==> src/rtl/hdmi_data_island_decoder_if.sv <==
// TMDS symbol input and decoded-packet output bundle for the data island decoder.
interface hdmi_data_island_decoder_if;
  logic [9:0]  tmds_0;
  logic [9:0]  tmds_1;
  logic [9:0]  tmds_2;
  logic        in_island;
  logic        packet_valid;
  logic [23:0] header;
  logic [55:0] sub0;
  logic [55:0] sub1;
  logic [55:0] sub2;
  logic [55:0] sub3;
  logic        header_ecc_ok;
  logic [3:0]  sub_ecc_ok;
  logic        error;

  // Symbol source side: drives TMDS, observes decoded packets.
  modport master (
    output tmds_0, tmds_1, tmds_2,
    input  in_island, packet_valid, header, sub0, sub1, sub2, sub3,
    input  header_ecc_ok, sub_ecc_ok, error
  );

  // Decoder side.
  modport slave (
    input  tmds_0, tmds_1, tmds_2,
    output in_island, packet_valid, header, sub0, sub1, sub2, sub3,
    output header_ecc_ok, sub_ecc_ok, error
  );
endinterface

==> src/rtl/hdmi_data_island_decoder.sv <==
// HDMI data island receiver: guard band detection, TERC4 decode, packet
// reassembly and BCH ECC check, one valid pulse per completed packet.
module hdmi_data_island_decoder #(
  parameter int unsigned MAX_PACKETS = 18
) (
  input  logic                        clk_pixel,
  input  logic                        reset,
  hdmi_data_island_decoder_if.slave   bus
);

  localparam int unsigned PKT_W    = $clog2(MAX_PACKETS + 1);
  localparam logic [9:0]  GB       = 10'b0100110011;
  localparam logic [7:0]  ECC_POLY = 8'b1000_0011;
  localparam logic [4:0]  LAST_CNT = 5'd31;
  localparam logic [4:0]  HDR_BITS = 5'd24;
  localparam logic [4:0]  SUB_CYC  = 5'd28;

  typedef enum logic [1:0] {IDLE, LEAD, PACKET, GAP} state_t;

  state_t state, state_nxt;

  logic [4:0]       cnt;
  logic [PKT_W-1:0] pkt;
  logic [31:0]      hdr_asm, hdr_nxt;
  logic [3:0][63:0] sub_asm, sub_nxt;
  logic [7:0]       hdr_e, hdr_e_nxt;
  logic [3:0][7:0]  sub_e, sub_e_nxt;

  logic       ok0, ok1, ok2;
  logic [1:0] hi0;
  logic [3:0] d1, d2;
  logic       gb_c, lead_ok_c;
  logic       cap_c, done_c, err_c, island_c, new_island_c;

  function automatic logic [9:0] terc4_code(input logic [3:0] n);
    case (n)
      4'h0:    terc4_code = 10'b1010011100;
      4'h1:    terc4_code = 10'b1001100011;
      4'h2:    terc4_code = 10'b1011100100;
      4'h3:    terc4_code = 10'b1011100010;
      4'h4:    terc4_code = 10'b0101110001;
      4'h5:    terc4_code = 10'b0100011110;
      4'h6:    terc4_code = 10'b0110001110;
      4'h7:    terc4_code = 10'b0100111100;
      4'h8:    terc4_code = 10'b1011001100;
      4'h9:    terc4_code = 10'b0100111001;
      4'hA:    terc4_code = 10'b0110011100;
      4'hB:    terc4_code = 10'b1011000110;
      4'hC:    terc4_code = 10'b1010001110;
      4'hD:    terc4_code = 10'b1001110001;
      4'hE:    terc4_code = 10'b0101100011;
      default: terc4_code = 10'b1011000011;
    endcase
  endfunction

  function automatic logic [7:0] lfsr_step(input logic [7:0] e, input logic d);
    lfsr_step = (e >> 1) ^ ((e[0] ^ d) ? ECC_POLY : 8'h00);
  endfunction

  // TERC4 decode of all three channels; ch0 only needs its upper two bits.
  always_comb begin
    ok0 = 1'b0;
    hi0 = 2'b00;
    ok1 = 1'b0;
    d1  = 4'h0;
    ok2 = 1'b0;
    d2  = 4'h0;
    for (int n = 0; n < 16; n++) begin
      if (bus.tmds_0 == terc4_code(4'(n))) begin
        ok0 = 1'b1;
        hi0 = 2'(n >> 2);
      end
      if (bus.tmds_1 == terc4_code(4'(n))) begin
        ok1 = 1'b1;
        d1  = 4'(n);
      end
      if (bus.tmds_2 == terc4_code(4'(n))) begin
        ok2 = 1'b1;
        d2  = 4'(n);
      end
    end
  end

  assign gb_c      = (bus.tmds_1 == GB) && (bus.tmds_2 == GB);
  assign lead_ok_c = gb_c && ok0 && (hi0 == 2'b11);

  // State register.
  always_ff @(posedge clk_pixel) begin
    if (reset) state <= IDLE;
    else       state <= state_nxt;
  end

  // Next state and per-symbol control.
  always_comb begin
    state_nxt    = state;
    cap_c        = 1'b0;
    done_c       = 1'b0;
    err_c        = 1'b0;
    island_c     = bus.in_island;
    new_island_c = 1'b0;
    case (state)
      IDLE: begin
        if (lead_ok_c) state_nxt = LEAD;
      end
      LEAD: begin
        if (lead_ok_c) begin
          state_nxt    = PACKET;
          island_c     = 1'b1;
          new_island_c = 1'b1;
        end else begin
          state_nxt = IDLE;
        end
      end
      PACKET: begin
        if (!(ok0 && ok1 && ok2)) begin
          err_c     = 1'b1;
          island_c  = 1'b0;
          state_nxt = IDLE;
        end else begin
          cap_c = 1'b1;
          if (cnt == LAST_CNT) begin
            done_c    = 1'b1;
            state_nxt = GAP;
          end
        end
      end
      GAP: begin
        // A data symbol here is cnt=0 of the next packet; trailing guard band ends the island.
        if (ok1 && ok2) begin
          if ((pkt == PKT_W'(MAX_PACKETS)) || !ok0) begin
            err_c     = 1'b1;
            island_c  = 1'b0;
            state_nxt = IDLE;
          end else begin
            cap_c     = 1'b1;
            state_nxt = PACKET;
          end
        end else begin
          err_c     = !gb_c;
          island_c  = 1'b0;
          state_nxt = IDLE;
        end
      end
      default: state_nxt = IDLE;
    endcase
  end

  // Symbol capture into the packet buffers and ECC LFSR update.
  always_comb begin
    hdr_nxt      = hdr_asm;
    hdr_nxt[cnt] = hi0[0];
    hdr_e_nxt    = (cnt < HDR_BITS) ? lfsr_step((cnt == 5'd0) ? 8'h00 : hdr_e, hi0[0]) : hdr_e;
    sub_nxt      = sub_asm;
    sub_e_nxt    = sub_e;
    for (int k = 0; k < 4; k++) begin
      sub_nxt[k][{cnt, 1'b0}] = d1[k];
      sub_nxt[k][{cnt, 1'b1}] = d2[k];
      if (cnt < SUB_CYC) begin
        sub_e_nxt[k] = lfsr_step(lfsr_step((cnt == 5'd0) ? 8'h00 : sub_e[k], d1[k]), d2[k]);
      end
    end
  end

  // Datapath registers and registered outputs.
  always_ff @(posedge clk_pixel) begin
    if (reset) begin
      cnt               <= '0;
      pkt               <= '0;
      hdr_asm           <= '0;
      sub_asm           <= '0;
      hdr_e             <= '0;
      sub_e             <= '0;
      bus.in_island     <= 1'b0;
      bus.packet_valid  <= 1'b0;
      bus.error         <= 1'b0;
      bus.header        <= '0;
      bus.sub0          <= '0;
      bus.sub1          <= '0;
      bus.sub2          <= '0;
      bus.sub3          <= '0;
      bus.header_ecc_ok <= 1'b0;
      bus.sub_ecc_ok    <= '0;
    end else begin
      cnt <= cap_c ? cnt + 5'd1 : 5'd0;
      if (new_island_c)  pkt <= '0;
      else if (done_c)   pkt <= pkt + PKT_W'(1);
      if (cap_c) begin
        hdr_asm <= hdr_nxt;
        sub_asm <= sub_nxt;
        hdr_e   <= hdr_e_nxt;
        sub_e   <= sub_e_nxt;
      end
      bus.in_island    <= island_c;
      bus.packet_valid <= done_c;
      bus.error        <= err_c;
      if (done_c) begin
        bus.header        <= hdr_nxt[23:0];
        bus.sub0          <= sub_nxt[0][55:0];
        bus.sub1          <= sub_nxt[1][55:0];
        bus.sub2          <= sub_nxt[2][55:0];
        bus.sub3          <= sub_nxt[3][55:0];
        bus.header_ecc_ok <= (hdr_nxt[31:24] == hdr_e);
        for (int k = 0; k < 4; k++) begin
          bus.sub_ecc_ok[k] <= (sub_nxt[k][63:56] == sub_e[k]);
        end
      end
    end
  end

endmodule

==> src/flat_wrapper.sv <==
// flat-port wrapper written by rule: the top's interface ports become plain ports
module hdmi_data_island_decoder_flat 
#(
  parameter int unsigned MAX_PACKETS = 18
)
  (clk_pixel, reset, bus_tmds_0, bus_tmds_1, bus_tmds_2, bus_in_island, bus_packet_valid, bus_header, bus_sub0, bus_sub1, bus_sub2, bus_sub3, bus_header_ecc_ok, bus_sub_ecc_ok, bus_error);
  hdmi_data_island_decoder_if bus_i ();
  input  logic clk_pixel;
  input  logic reset;
  input wire logic [$bits(bus_i.tmds_0)-1:0] bus_tmds_0;
  input wire logic [$bits(bus_i.tmds_1)-1:0] bus_tmds_1;
  input wire logic [$bits(bus_i.tmds_2)-1:0] bus_tmds_2;
  output wire logic [$bits(bus_i.in_island)-1:0] bus_in_island;
  output wire logic [$bits(bus_i.packet_valid)-1:0] bus_packet_valid;
  output wire logic [$bits(bus_i.header)-1:0] bus_header;
  output wire logic [$bits(bus_i.sub0)-1:0] bus_sub0;
  output wire logic [$bits(bus_i.sub1)-1:0] bus_sub1;
  output wire logic [$bits(bus_i.sub2)-1:0] bus_sub2;
  output wire logic [$bits(bus_i.sub3)-1:0] bus_sub3;
  output wire logic [$bits(bus_i.header_ecc_ok)-1:0] bus_header_ecc_ok;
  output wire logic [$bits(bus_i.sub_ecc_ok)-1:0] bus_sub_ecc_ok;
  output wire logic [$bits(bus_i.error)-1:0] bus_error;
  assign bus_i.tmds_0 = bus_tmds_0;
  assign bus_i.tmds_1 = bus_tmds_1;
  assign bus_i.tmds_2 = bus_tmds_2;
  assign bus_in_island = bus_i.in_island;
  assign bus_packet_valid = bus_i.packet_valid;
  assign bus_header = bus_i.header;
  assign bus_sub0 = bus_i.sub0;
  assign bus_sub1 = bus_i.sub1;
  assign bus_sub2 = bus_i.sub2;
  assign bus_sub3 = bus_i.sub3;
  assign bus_header_ecc_ok = bus_i.header_ecc_ok;
  assign bus_sub_ecc_ok = bus_i.sub_ecc_ok;
  assign bus_error = bus_i.error;
  hdmi_data_island_decoder #(.MAX_PACKETS(MAX_PACKETS)) u_core (.clk_pixel(clk_pixel), .reset(reset), .bus(bus_i));
endmodule
==> config.mk <==
export PLATFORM = sky130hd
export DESIGN_NAME = hdmi_data_island_decoder_flat
export DESIGN_NICKNAME = d
export VERILOG_FILES = /design/src/rtl/hdmi_data_island_decoder_if.sv /design/src/rtl/hdmi_data_island_decoder.sv /design/src/flat_wrapper.sv
export SDC_FILE = /design/constraint.sdc
export NUM_CORES = 1
export LEC_CHECK = 0
export ABC_AREA = 0
export BUFFER_PORTS_ARGS = -buffer_cell sky130_fd_sc_hd__buf_2
export CORE_MARGIN = 1
export CORE_UTILIZATION = 40
export DETAILED_ROUTE_END_ITERATION = 7
export PLACE_DENSITY = 0.63
export REMOVE_ABC_BUFFERS = 1
export SETUP_SLACK_MARGIN = 0.02
export SLEW_MARGIN = 5
export SYNTH_ARGS = -nofsm -noshare
export SYNTH_HDL_FRONTEND = slang
export SYNTH_SLANG_ARGS = --single-unit
==> constraint.sdc <==
create_clock -name clk_pixel -period 3.9 [get_ports clk_pixel]
set_input_delay 0.39 -clock clk_pixel [delete_from_list [all_inputs] [get_ports clk_pixel]]
set_output_delay 0.39 -clock clk_pixel [all_outputs]
set_load 0.05 [all_outputs]
---- Word-level counts from Yosys, hierarchy flattened ----
Index checks and enable logic that the tools add are counted.
storage, ports and cells
  bits in registers ....................... 596
  bits in latches ......................... 0
  bits in writable memories ............... 0
  memory bits (read-only) ................. 0
  input port bits ......................... 32
  output and inout bits ................... 256
  word-level logic and storage cells ...... 283
  memories kept ........................... 0
cells by class
  $add $sub $neg .......................... 2
  multipliers ............................. 0
  divide/modulo/power cells ............... 0
  magnitude comparators ................... 8
  equal/unequal tests ..................... 66
  shift operators ......................... 0
  mux-type cells .......................... 144
  bitwise logic cells ..................... 19
  reductions and logical operators ........ 21
operators with widths
  operator                number
  $bwmux W64              8
  $eq A10 B10 Y1 const B  27
  $eq A10 B9 Y1 const B   23
  $mux W4                 28
  $mux W8                 14
  $mux W1                 72
  $xor A7 B8 Y8           9
  $eq A8 B8 Y1            5
  $bwmux W32              1
  $mux W2                 14
  $demux W1 S5            3
  $lt A6 B7 Y1 const B    2
  $ge A6 B1 Y1 const B    2
  $add A5 B1 Y5 const B   2
  $eq A5 B5 Y1 const B    2
  $lt A5 B5 Y1 const B    2
  $logic_and A1 B1 Y1     9
  $xor A1 B1 Y1           9
  $pmux W2 S4             1
  $eq A2 B2 Y1 const B    3
  $lt A5 B6 Y1 const B    1
  $ne A3 B3 Y1 const B    2
  $reduce_and A2 Y1       3
  $ge A5 B1 Y1 const B    1
  13 further kinds        17

---- Depth between registers and ports, before layout ----
Gate-level depths: netlist of run 1.
  depth after elaboration ................. 24
  gate-level depth with buffers ........... 13
  gate-level depth less buffers ........... 10

---- Worst setup path after synthesis of run 1 ----
OpenSTA, ideal clock, no wires.
  path kind ............................... input-to-reg
  start point ............................. input bus_tmds_1[2]
  end point ............................... register u_core.hdr_e[0]
  library setup time ...................... 132 ps
  arrival ................................. 2,997 ps
  setup slack ............................. 771 ps
  stages .................................. 13
  path through ............................ buf_2 -> or3b_1 -> or4_4 -> o211ai_2 -> or2_2 -> buf_6 -> nor2_4 -> or3_1 -> buf_6 -> buf_8 -> buf_4 -> o31ai_1 -> a21oi_1
on the way
  word-level cells in the longest chain between the ends .. 22
  elaborated cells between the ends (all ways) .. 39
  those cells by class .................... eq/ne: 16; mux: 19; reduce/logical: 4
RTL lines
  item                                  RTL line                         RTL
  from (decl)                           flat_wrapper.sv:11               input wire logic [$bits(bus_i.tmds_1)-1:0] bus_tmds_1;
  $eq A10 B10 Y1                        hdmi_data_island_decoder.sv:73   if (bus.tmds_1 == terc4_code(4'(n))) begin
  $mux W1 (15 in series)                hdmi_data_island_decoder.sv:73
  $mux W1 *                             hdmi_data_island_decoder.sv:73
  $logic_and A1 B1 Y1 (2 in series)     hdmi_data_island_decoder.sv:115  if (!(ok0 && ok1 && ok2)) begin
  $mux W1                               hdmi_data_island_decoder.sv:115
  $pmux W1 S2 *                         hdmi_data_island_decoder.sv:101  case (state)
  $reduce_and A2 Y1 (no source line) *  --
  to (signal assigned)                  hdmi_data_island_decoder.sv:190  hdr_e <= hdr_e_nxt;
  to (decl)                             hdmi_data_island_decoder.sv:26   logic [7:0] hdr_e, hdr_e_nxt;
Mark *: on every way between the ends. The rest lies on a longest branch, timed or not.
A chain may end at the register's enable or synchronous reset.

---- Worst setup path in the final report of run 1 ----
  start point ............................. input bus_tmds_1[2]
  end point ............................... register u_core.bus.sub_ecc_ok[0]
on the way
  word-level cells in the longest chain between the ends .. 21
  elaborated cells between the ends (all ways) .. 54
  those cells by class .................... eq/ne: 17; mux: 35; reduce/logical: 2
RTL lines
  item                               RTL line                           RTL
  $eq A10 B10 Y1                     hdmi_data_island_decoder.sv:73
  $mux W1 (16 in series)             hdmi_data_island_decoder.sv:73
  $logic_and A1 B1 Y1 (2 in series)  hdmi_data_island_decoder.sv:115
  $mux W1                            hdmi_data_island_decoder.sv:115
  $mux W1                            hdmi_data_island_decoder.sv:101
  to (signal, indexed assignment)    hdmi_data_island_decoder.sv:204    bus.sub_ecc_ok[k] <= (sub_nxt[k][63:56] == sub_e[k]);
  to (decl)                          hdmi_data_island_decoder_if.sv:28  output header_ecc_ok, sub_ecc_ok, error
Parallel ways exist; a longest one is shown, timed or not.

==> results.json, run 1 <==
{
  "cts_buffer_depth": 3,
  "nNetsFinal": 3081,
  "place_ws_ps": 348,
  "fin_ws_ps": 718,
  "yosysSeqAreaShare": 0.463,
  "yosys_warnings": 0,
  "synth_area_per_cell_sq_um": 8.97,
  "synth.cell_area_sq_mm": 0.0258,
  "cts_resized": 0,
  "clock_latency_ps": 600,
  "drt_iter0_drc": 1968,
  "power_density_mw_per_mm2": 416,
  "grt_max_degree": 174,
  "grt_pass1_vias": 22114,
  "totalPowerFinal_mw": 12.6,
  "wl_per_cell_um": 20.6,
  "crit_fanout": 173,
  "grt_use_total": 0.240,
  "synth_cell_types": 65,
  "drv_slew": 0,
  "setup_tns_ps": 0,
  "syn_inst": 2873,
  "max_cap_viol_count": 0,
  "critical_path.endpoint_type": "flip-flop",
  "finalCritPeriodShare": 0.816,
  "die_w_um": 256,
  "worstHoldPathType": "in -> reg",
  "tightest_slew_ps": 1260,
  "setup_viol": 0,
  "syn_to_final_growth_pct": 17.7,
  "grt_pass1_wl_mm": 127,
  "drc": 0,
  "diodes": 0,
  "ios": 288,
  "htreeDepth": 3,
  "cts_root_buf": "clkbuf_16",
  "rsz0062_at_grt": "false",
  "p_leak_nw": 10.6,
  "fillers": 5984,
  "cts_tree": "yes",
  "fin_skew_ps": 24.6,
  "wirelength_mm": 80.9,
  "hold_slack_ps": 200,
  "initial_utilization": 0.407,
  "via_per_inst": 5.91,
  "finalHoldViolations": 0,
  "die_area_sq_mm": 0.0654,
  "post-dp-hpwl_mm": 51.4,
  "ys_seq_elements": 596,
  "antenna_left": 0,
  "numCtsBuffers": 67,
  "die_h_um": 256,
  "port_buffers": 287,
  "status": "complete, no violations",
  "cp.arrival_ps": 3670,
  "synth_largest_area_cell": "dfxtp_1",
  "first_pass_iters": 6,
  "synth_top_area_share": 0.463,
  "core_sq_mm": 0.0633,
  "worst-setup-path-type": "in -> reg",
  "worst_ir_drop_vdd_mv": 0.265,
  "worst_setup_path_start_kind": "primary input",
  "synth_edf_count": 0,
  "fin_util": 0.479,
  "clk_pin_slew_ps": 60,
  "async_flop_share": 0,
  "place_area_sq_mm": 0.0281,
  "final_area_sq_mm": 0.0303,
  "cts_setup_buffers": 0,
  "cp.required_ps": 4390,
  "synth_ff_type": "dfxtp_1",
  "multi_input_area_sq_mm": 0.0127,
  "regArea_sq_mm": 0.0119,
  "drive_gt1_frac": 0.186,
  "dp.cells": 3819,
  "vias": 23273,
  "maxSlewHeadroom": 0.158,
  "antenna_found_initial": 0,
  "min_period_ps": 3180,
  "grt.overflow.total": 0,
  "cts_hold_buf": 0,
  "synthTopCellsByArea": "dfxtp_1 (46%), o221a_1 (10%), nand2_1 (7.9%), o211ai_1 (7.3%), a21oi_1 (6.7%)",
  "final_cell_count_no_fill": 3937,
  "max_freq_mhz": 314,
  "placement_rows": 92,
  "place.gp.congestion": 0.895,
  "cts.sinks": 596
}
state kept, by name (all words and copies together), names as in the netlist, 5 cells and up:
register,count
u_core.bus.header,24
u_core.hdr_asm,32
u_core.bus.sub1,56
u_core.bus.sub0,56
u_core.sub_e,32
u_core.hdr_e,8
u_core.sub_asm,256
u_core.cnt,5
u_core.bus.sub3,56
u_core.bus.sub2,56
u_core.pkt,5
cells in the final DEF (no fill, tap or decap), types with 19 or more instances in the layout:
cell,Yosys,final
a211oi_1,80,80
a21oi_1,343,343
a22oi_1,20,20
buf_2,39,286
buf_4,1,73
clkbuf_16,0,69
dfxtp_1,596,596
inv_1,39,39
nand2_1,540,540
nand3_1,42,41
nand4_1,19,19
nor2_1,104,96
nor3_4,25,25
nor4bb_1,23,23
o211ai_1,250,250
o21ai_0,40,40
o221a_1,228,228
o221a_2,20,20
xnor2_1,30,30
layer usage:
metal | up-vias | global-route usage | share of wire
li1 | 11029 | - | -
met5 | - | 0 | 0
met3 | 170 | 0.0397 | 0.061
met1 | 11303 | 0.316 | 0.44
met4 | 0 | 0.0945 | 0.035
met2 | 771 | 0.391 | 0.47
critical path, stage by stage:
cell	delay (ps)
buf_2	150
or3b_1	440
or4_4	570
o211ai_2	110
or2_2	250
nor2_4	110
or4_4	560
buf_12	200
o41ai_2	510
cells by family (layout without fill, tap and decap cells):
kind of cell | count (synthesis) | after routing | share of synthesized area
buffers and inverters | 317 | 535 | 0.0500
XOR/XNOR | 47 | 47 | 0.0160
adder cells (fa/ha/maj) | 7 | 7 | 0.00340
multiplexers | 14 | 14 | 0.00568
AO/OA/AOI/OAI | 1022 | 1022 | 0.298
AND/OR/NAND/NOR | 870 | 870 | 0.164
flip-flops | 596 | 596 | 0.463
power breakdown:
part / internal (mW) / leakage, nW / switching, mW
clock: 3.74 / 1.08 / 2.57
combinational: 0.0585 / 4.69 / 0.174
sequential: 6.09 / 4.80 / 0.000000000175
total: 9.89 / 10.6 / 2.74
final timing paths:
kind | startpoint | to | slack (ps) | cells after the start
worst max-delay path | bus_tmds_1[2] | u_core.bus.sub_ecc_ok[0]$_SDFFE_PP0P_ | 720 | 9
worst max register to register | u_core.cnt[0]$_SDFF_PP0_ | u_core.bus.sub_ecc_ok[0]$_SDFFE_PP0P_ | 870 | 7
worst min-delay path | reset | u_core.bus.sub0[11]$_SDFFE_PP0P_ | 200 | 2
worst min register to register | u_core.bus.sub0[10]$_SDFFE_PP0P_ | u_core.bus.sub0[10]$_SDFFE_PP0P_ | 450 | 2
synth_stat cells (all sizes together), types with 4 or more instances:
cell	count
dfxtp	596
nand2	540
a21oi	343
o211ai	251
o221a	248
clkbuf	225
nor2	110
a211oi	80
buf	52
nand3	42
nor3	42
inv	40
o21ai	40
xnor2	30
nor4bb	23
a22oi	20
nand4	19
nand2b	17
xor2	17
nor2b	16
o22ai	12
nor4	10
mux2i	9
nor3b	9
and3	8
ha	7
or2	7
or4	7
a211o	5
mux2	5
nand4b	4
layout make-up:
| class | instances | area share |
|---|---|---|
| flip-flops and latches | 596 | 0.394 |
| well taps | 846 | 0.0349 |
| clock inverters | 22 | 0.00739 |
| repair buffers | 377 | 0.0770 |
| multi-input cells | 1960 | 0.418 |
| inverters | 40 | 0.00520 |
| clock buffers | 96 | 0.0643 |
Note: power is estimated with default switching activity, not from simulation.
==> run 2, diff against run 1 <==
==> constraint.sdc (replaced) <==
create_clock -name clk_pixel -period 3.2 [get_ports clk_pixel]
set_input_delay 0.32 -clock clk_pixel [delete_from_list [all_inputs] [get_ports clk_pixel]]
set_output_delay 0.32 -clock clk_pixel [all_outputs]
set_load 0.05 [all_outputs]
==> results.json, run 2 (synthesized netlist as in run 1, its figures left out) <==
{
  "status": "complete, no violations",
  "maxSlewHeadroom": 0.233,
  "tightest_slew_ps": 1140,
  "cp.arrival_ps": 3410,
  "hold_path_startpoint": "bus_tmds_1[1]",
  "holdPathEnd": "u_core.state[0]$_SDFFE_PP0P_",
  "grt_max_degree": 130,
  "diodes": 0,
  "crit_fanout": 33,
  "reg2reg_depth": 10,
  "layout_common_cells": "dfxtp_1 (596), nand2_1 (540), a21oi_1 (343)",
  "crit_path_frequent_cell": "buf_4",
  "cts_hold_buf": 1,
  "cts_root_buf": "clkbuf_16",
  "clock_latency_ps": 620,
  "worst_setup_path_start_kind": "flip-flop",
  "drt_iter0_drc": 2172,
  "worst_ir_drop_vdd_mv": 0.309,
  "wirelength_mm": 82.0,
  "finalHoldViolations": 0,
  "cp.required_ps": 3730,
  "antenna_found_initial": 0,
  "initial_utilization": 0.407,
  "critPathMaxStageDelay_ps": 410,
  "vias": 23723,
  "die_w_um": 256,
  "die_area_sq_mm": 0.0654,
  "setup_tns_ps": 0,
  "r2r-start": "u_core.cnt[0]$_SDFF_PP0_",
  "grt.overflow.total": 0,
  "cts.sinks": 596,
  "drc": 0,
  "first_pass_iters": 5,
  "place.gp.congestion": 0.896,
  "critical_path.endpoint_type": "flip-flop",
  "largest_register_ffs": 256,
  "finalCritPeriodShare": 0.900,
  "ios": 288,
  "cp_num_buf_inv": 2,
  "p_leak_nw": 11.2,
  "max_cap_viol_count": 0,
  "cts_tree": "yes",
  "max_freq_mhz": 347,
  "via_per_inst": 5.86,
  "place_area_sq_mm": 0.0294,
  "worstHoldPathType": "in -> reg",
  "cp_top_family": "simple AND/OR/NAND/NOR gates",
  "min_period_ps": 2880,
  "grt_pass1_wl_mm": 129,
  "clk_pin_slew_ps": 60,
  "cts_resized": 0,
  "grt_use_total": 0.243,
  "rsz0062_at_grt": "false",
  "power_density_mw_per_mm2": 486,
  "hold_path_depth": 5,
  "nNetsFinal": 3195,
  "setup_viol": 0,
  "syn_to_final_growth_pct": 22.5,
  "wl_per_cell_um": 20.2,
  "final_area_sq_mm": 0.0316,
  "placement_rows": 92,
  "antenna_left": 0,
  "worst-setup-path-type": "reg -> reg",
  "hold_slack_ps": 303,
  "max_flop_register": "u_core.sub_asm",
  "crit_chain": "ha_1 > nand2_1 > buf_4 > nor2_2 > buf_4 > o22ai_1 > a211o_1 > nor4_1 > nand4_1 > a21oi_1",
  "final_common_cell": "dfxtp_1",
  "core_sq_mm": 0.0633,
  "drv_slew": 0,
  "slowest_stage": "dfxtp_1",
  "r2r_end": "u_core.bus.sub_ecc_ok[3]$_SDFFE_PP0P_",
  "drive_gt1_frac": 0.215,
  "port_buffers": 287,
  "fin_skew_ps": 21.9,
  "totalPowerFinal_mw": 15.3,
  "grt_pass1_vias": 22513,
  "die_h_um": 256,
  "post-dp-hpwl_mm": 54.1,
  "cts_buffer_depth": 3,
  "cts_setup_buffers": 0,
  "fin_util": 0.499,
  "numCtsBuffers": 66,
  "htreeDepth": 3,
  "ff2ff_setup_slack_ps": 320
}
==> run 2: report_power, final <==
part           switching [mW]  internal [mW]  leakage [nW]  total (mW)
Clock                    3.13           4.47          1.08        7.61
Combinational           0.216         0.0905          5.37       0.307
Sequential     0.000000000227           7.42          4.80        7.42
Total                    3.35           12.0          11.2        15.3
==> run 2: final cells by class <==
type / count / area (sq um)
well taps: 846 / 1060
multi-input cells: 1960 / 12700
flip-flops and latches: 596 / 11900
fillers: 5929 / 31700
clock inverters: 22 / 225
clock buffers: 93 / 1940
inverters: 40 / 158
repair buffers: 492 / 3600
==> run 2: worst max path at each step <==
stage | start | end | slack (ps) | cells past startpoint
floorplan | bus_tmds_2[9] | u_core.pkt[4]$_SDFFE_PP0P_ | -9900 | 8
CTS | u_core.cnt[0]$_SDFF_PP0_ | u_core.bus.sub_ecc_ok[3]$_SDFFE_PP0P_ | 330 | 10
finish | u_core.cnt[0]$_SDFF_PP0_ | u_core.bus.sub_ecc_ok[3]$_SDFFE_PP0P_ | 320 | 10
global route | u_core.cnt[1]$_SDFF_PP0_ | u_core.bus.sub_ecc_ok[3]$_SDFFE_PP0P_ | 100 | 11
global placement | bus_tmds_1[2] | u_core.hdr_e[5]$_SDFFE_PP0P_ | 9 | 11
detailed placement | bus_tmds_1[2] | u_core.hdr_e[5]$_SDFFE_PP0P_ | -0.2 | 11
==> run 2: worst min-delay path: cells and delay by family <==
kind	cells	cell delay (ps)
buffers and inverters	2	260
AO/OA/AOI/OAI	1	70
AND/OR/NAND/NOR	2	210
==> run 2: through the flow <==
step	worst slack (ps)	std cells
after floorplan	-9900	2596
after global placement	8.77	3933
after detailed placement	-0.166	3933
after CTS	332	4049
after global routing	100	4049
final	319	4049
==> run 2: per-layer routing <==
layer / GRT usage / vias to the layer above / part of all wire
met2: 0.390 / 782 / 0.46
li1: - / 11250 / -
met5: 0 / - / 0
met1: 0.330 / 11540 / 0.45
met3: 0.0332 / 151 / 0.053
met4: 0.0946 / 0 / 0.033
==> run 3, diff against run 2 <==
--- a/config.mk
+++ b/config.mk
@@ -6,11 +6,11 @@
 export NUM_CORES = 1
 export LEC_CHECK = 0
 export ABC_AREA = 0
-export BUFFER_PORTS_ARGS = -buffer_cell sky130_fd_sc_hd__buf_2
 export CORE_MARGIN = 1
 export CORE_UTILIZATION = 40
 export DETAILED_ROUTE_END_ITERATION = 7
-export PLACE_DENSITY = 0.63
+export DONT_BUFFER_PORTS = 1
+export PLACE_DENSITY = 0.59
 export REMOVE_ABC_BUFFERS = 1
 export SETUP_SLACK_MARGIN = 0.02
 export SLEW_MARGIN = 5
==> results.json, run 3 (synthesized netlist as in run 1, its figures left out) <==
{
  "status": "complete, no violations",
  "slowest_stage": "dlygate4sd3_1",
  "hold_slack_ps": 63.0,
  "grt_pass1_vias": 22395,
  "grt.overflow.total": 0,
  "fin_skew_ps": 21.8,
  "ff2ff_setup_slack_ps": 110,
  "max_cap_viol_count": 0,
  "grt_use_total": 0.248,
  "drt_iter0_drc": 1844,
  "diodes": 0,
  "finalCritPeriodShare": 0.965,
  "cts_root_buf": "clkbuf_16",
  "syn_to_final_growth_pct": 22.6,
  "worst_ir_drop_vdd_mv": 0.330,
  "fin_util": 0.499,
  "met3_length_mm": 5.18,
  "layout_common_cells": "dfxtp_1 (595), nand2_1 (540), a21oi_1 (343)",
  "hold_path_startpoint": "bus_tmds_1[1]",
  "clock_latency_ps": 610,
  "worst_setup_path_start_kind": "flip-flop",
  "holdPathEnd": "u_core.state[1]$_SDFFE_PP0P_",
  "crit_chain": "ha_4 > and3_1 > ha_1 > nand2_1 > nor4_4 > buf_4 > buf_4 > buf_12 > o211ai_1 > a21oi_1 > dlygate4sd3_1",
  "place.gp.congestion": 0.885,
  "die_area_sq_mm": 0.0654,
  "r2r-start": "u_core.cnt[1]$_SDFF_PP0_",
  "cp.arrival_ps": 3630,
  "power_density_mw_per_mm2": 479,
  "final_area_sq_mm": 0.0316,
  "final_cell_count_no_fill": 3901,
  "ios": 288,
  "grt_max_degree": 178,
  "min_period_ps": 3090,
  "r2r_end": "u_core.bus.sub2[47]$_SDFFE_PP0P_",
  "max_flop_register": "u_core.sub_asm",
  "p_leak_nw": 10.7,
  "p_seq_frac": 0.490,
  "placement_rows": 92,
  "swShare": 0.217,
  "critical_path.endpoint_type": "flip-flop",
  "initial_utilization": 0.407,
  "drive_gt1_frac": 0.120,
  "setup_viol": 0,
  "cts_buffer_depth": 3,
  "antenna_found_initial": 0,
  "die_w_um": 256,
  "worstHoldPathType": "in -> reg",
  "hold_path_depth": 3,
  "via_per_inst": 5.94,
  "rsz0062_at_grt": "false",
  "max_freq_mhz": 324,
  "crit_fanout": 33,
  "drv_slew": 0,
  "wl_per_cell_um": 21.5,
  "core_sq_mm": 0.0633,
  "post-dp-hpwl_mm": 51.6,
  "critPathMaxStageDelay_ps": 570,
  "nNetsFinal": 3047,
  "place_area_sq_mm": 0.0276,
  "fillers": 5819,
  "cp.required_ps": 3740,
  "tightest_slew_ps": 1060,
  "cellInternalPower_mw": 11.9,
  "die_h_um": 256,
  "cp_top_family": "buffers and inverters",
  "setup_tns_ps": 0,
  "cts.sinks": 596,
  "met2WireLength_mm": 39.7,
  "port_buffers": 0,
  "drc": 0,
  "cts_tree": "yes",
  "worst-setup-path-type": "reg -> reg",
  "clk_pin_slew_ps": 60,
  "cp_num_cells": 11,
  "crit_path_frequent_cell": "buf_4",
  "pwr-share-comb": 0.013,
  "wirelength_mm": 84.0,
  "final_common_cell": "dfxtp_1",
  "numCtsBuffers": 67,
  "p_switching_mw": 3.28,
  "antenna_left": 0,
  "wl_met1_mm": 36.8,
  "finalHoldViolations": 0,
  "topRoutingLayerUsed": "met4",
  "cp_num_buf_inv": 4,
  "maxSlewHeadroom": 0.297,
  "grt_pass1_wl_mm": 131,
  "first_pass_iters": 6,
  "largest_register_ffs": 256,
  "vias": 23165,
  "htreeDepth": 3,
  "reg2reg_depth": 11,
  "clkPwrFrac": 0.496,
  "dp.cells": 3608
}
-- run 3: layer usage --
metal | vias to the layer above | GRT usage
met1 | 11308 | 0.330
li1 | 10974 | -
met4 | 0 | 0.0860
met3 | 126 | 0.0429
met2 | 757 | 0.405
met5 | - | 0
-- run 3: power by group through the flow --
stage | sequential (mW) | clock [mW] | combinational [mW]
floorplan | 7.58 | 0 | 0.105
global placement | 7.58 | 0 | 0.158
detailed placement | 7.58 | 0 | 0.160
CTS | 7.42 | 7.67 | 0.201
global route | 7.41 | 7.99 | 0.215
finish | 7.42 | 7.51 | 0.202
-- run 3: how the worst max path moves through the flow --
stage	from	end	slack [ps]
after global placement	bus_tmds_1[2]	u_core.hdr_e[0]$_SDFFE_PP0P_	120
after detailed placement	bus_tmds_0[2]	u_core.bus.sub2[39]$_SDFFE_PP0P_	8
after global routing	u_core.cnt[4]$_SDFF_PP0_	u_core.bus.sub_ecc_ok[3]$_SDFFE_PP0P_	20
final	u_core.cnt[1]$_SDFF_PP0_	u_core.bus.sub2[47]$_SDFFE_PP0P_	110
after floorplan	bus_tmds_2[9]	u_core.pkt[4]$_SDFFE_PP0P_	-9900
after CTS	u_core.cnt[0]$_SDFF_PP0_	u_core.bus.sub1[10]$_SDFFE_PP0P_	40
-- run 3: per-stage QoR --
step           worst slack [ps]  power (mW)
3_5_place_dp               8.03        7.74
4_1_cts                    37.0        15.3
2_1_floorplan             -9900        7.69
5_1_grt                    20.2        15.6
6_report                    113        15.1
3_3_place_gp                123        7.74
-- run 3: layout make-up --
type / count / area, sq um / area share
Clock inverter: 17 / 173 / 0.00547
Inverter: 40 / 158 / 0.00499
Multi-Input combinational cell: 1960 / 12700 / 0.403
Clock buffer: 99 / 1940 / 0.0614
Timing Repair Buffer: 343 / 3610 / 0.114
Sequential cell: 596 / 11900 / 0.378
Tap cell: 846 / 1060 / 0.0335
-- run 3: what timing repair did --
action	in CTS	in global routing
resized for setup	0	13
setup endpoints to repair	0	128
buffers inserted	0	1
hold buffers	176	0
endpoints found under the hold margin	341	0
-- run 3: tightest hold or removal path: cells and delay by family --
family,cells,cell delay [ps]
and+or+nand+nor,2,200
AOI/OAI and AO/OA,1,90
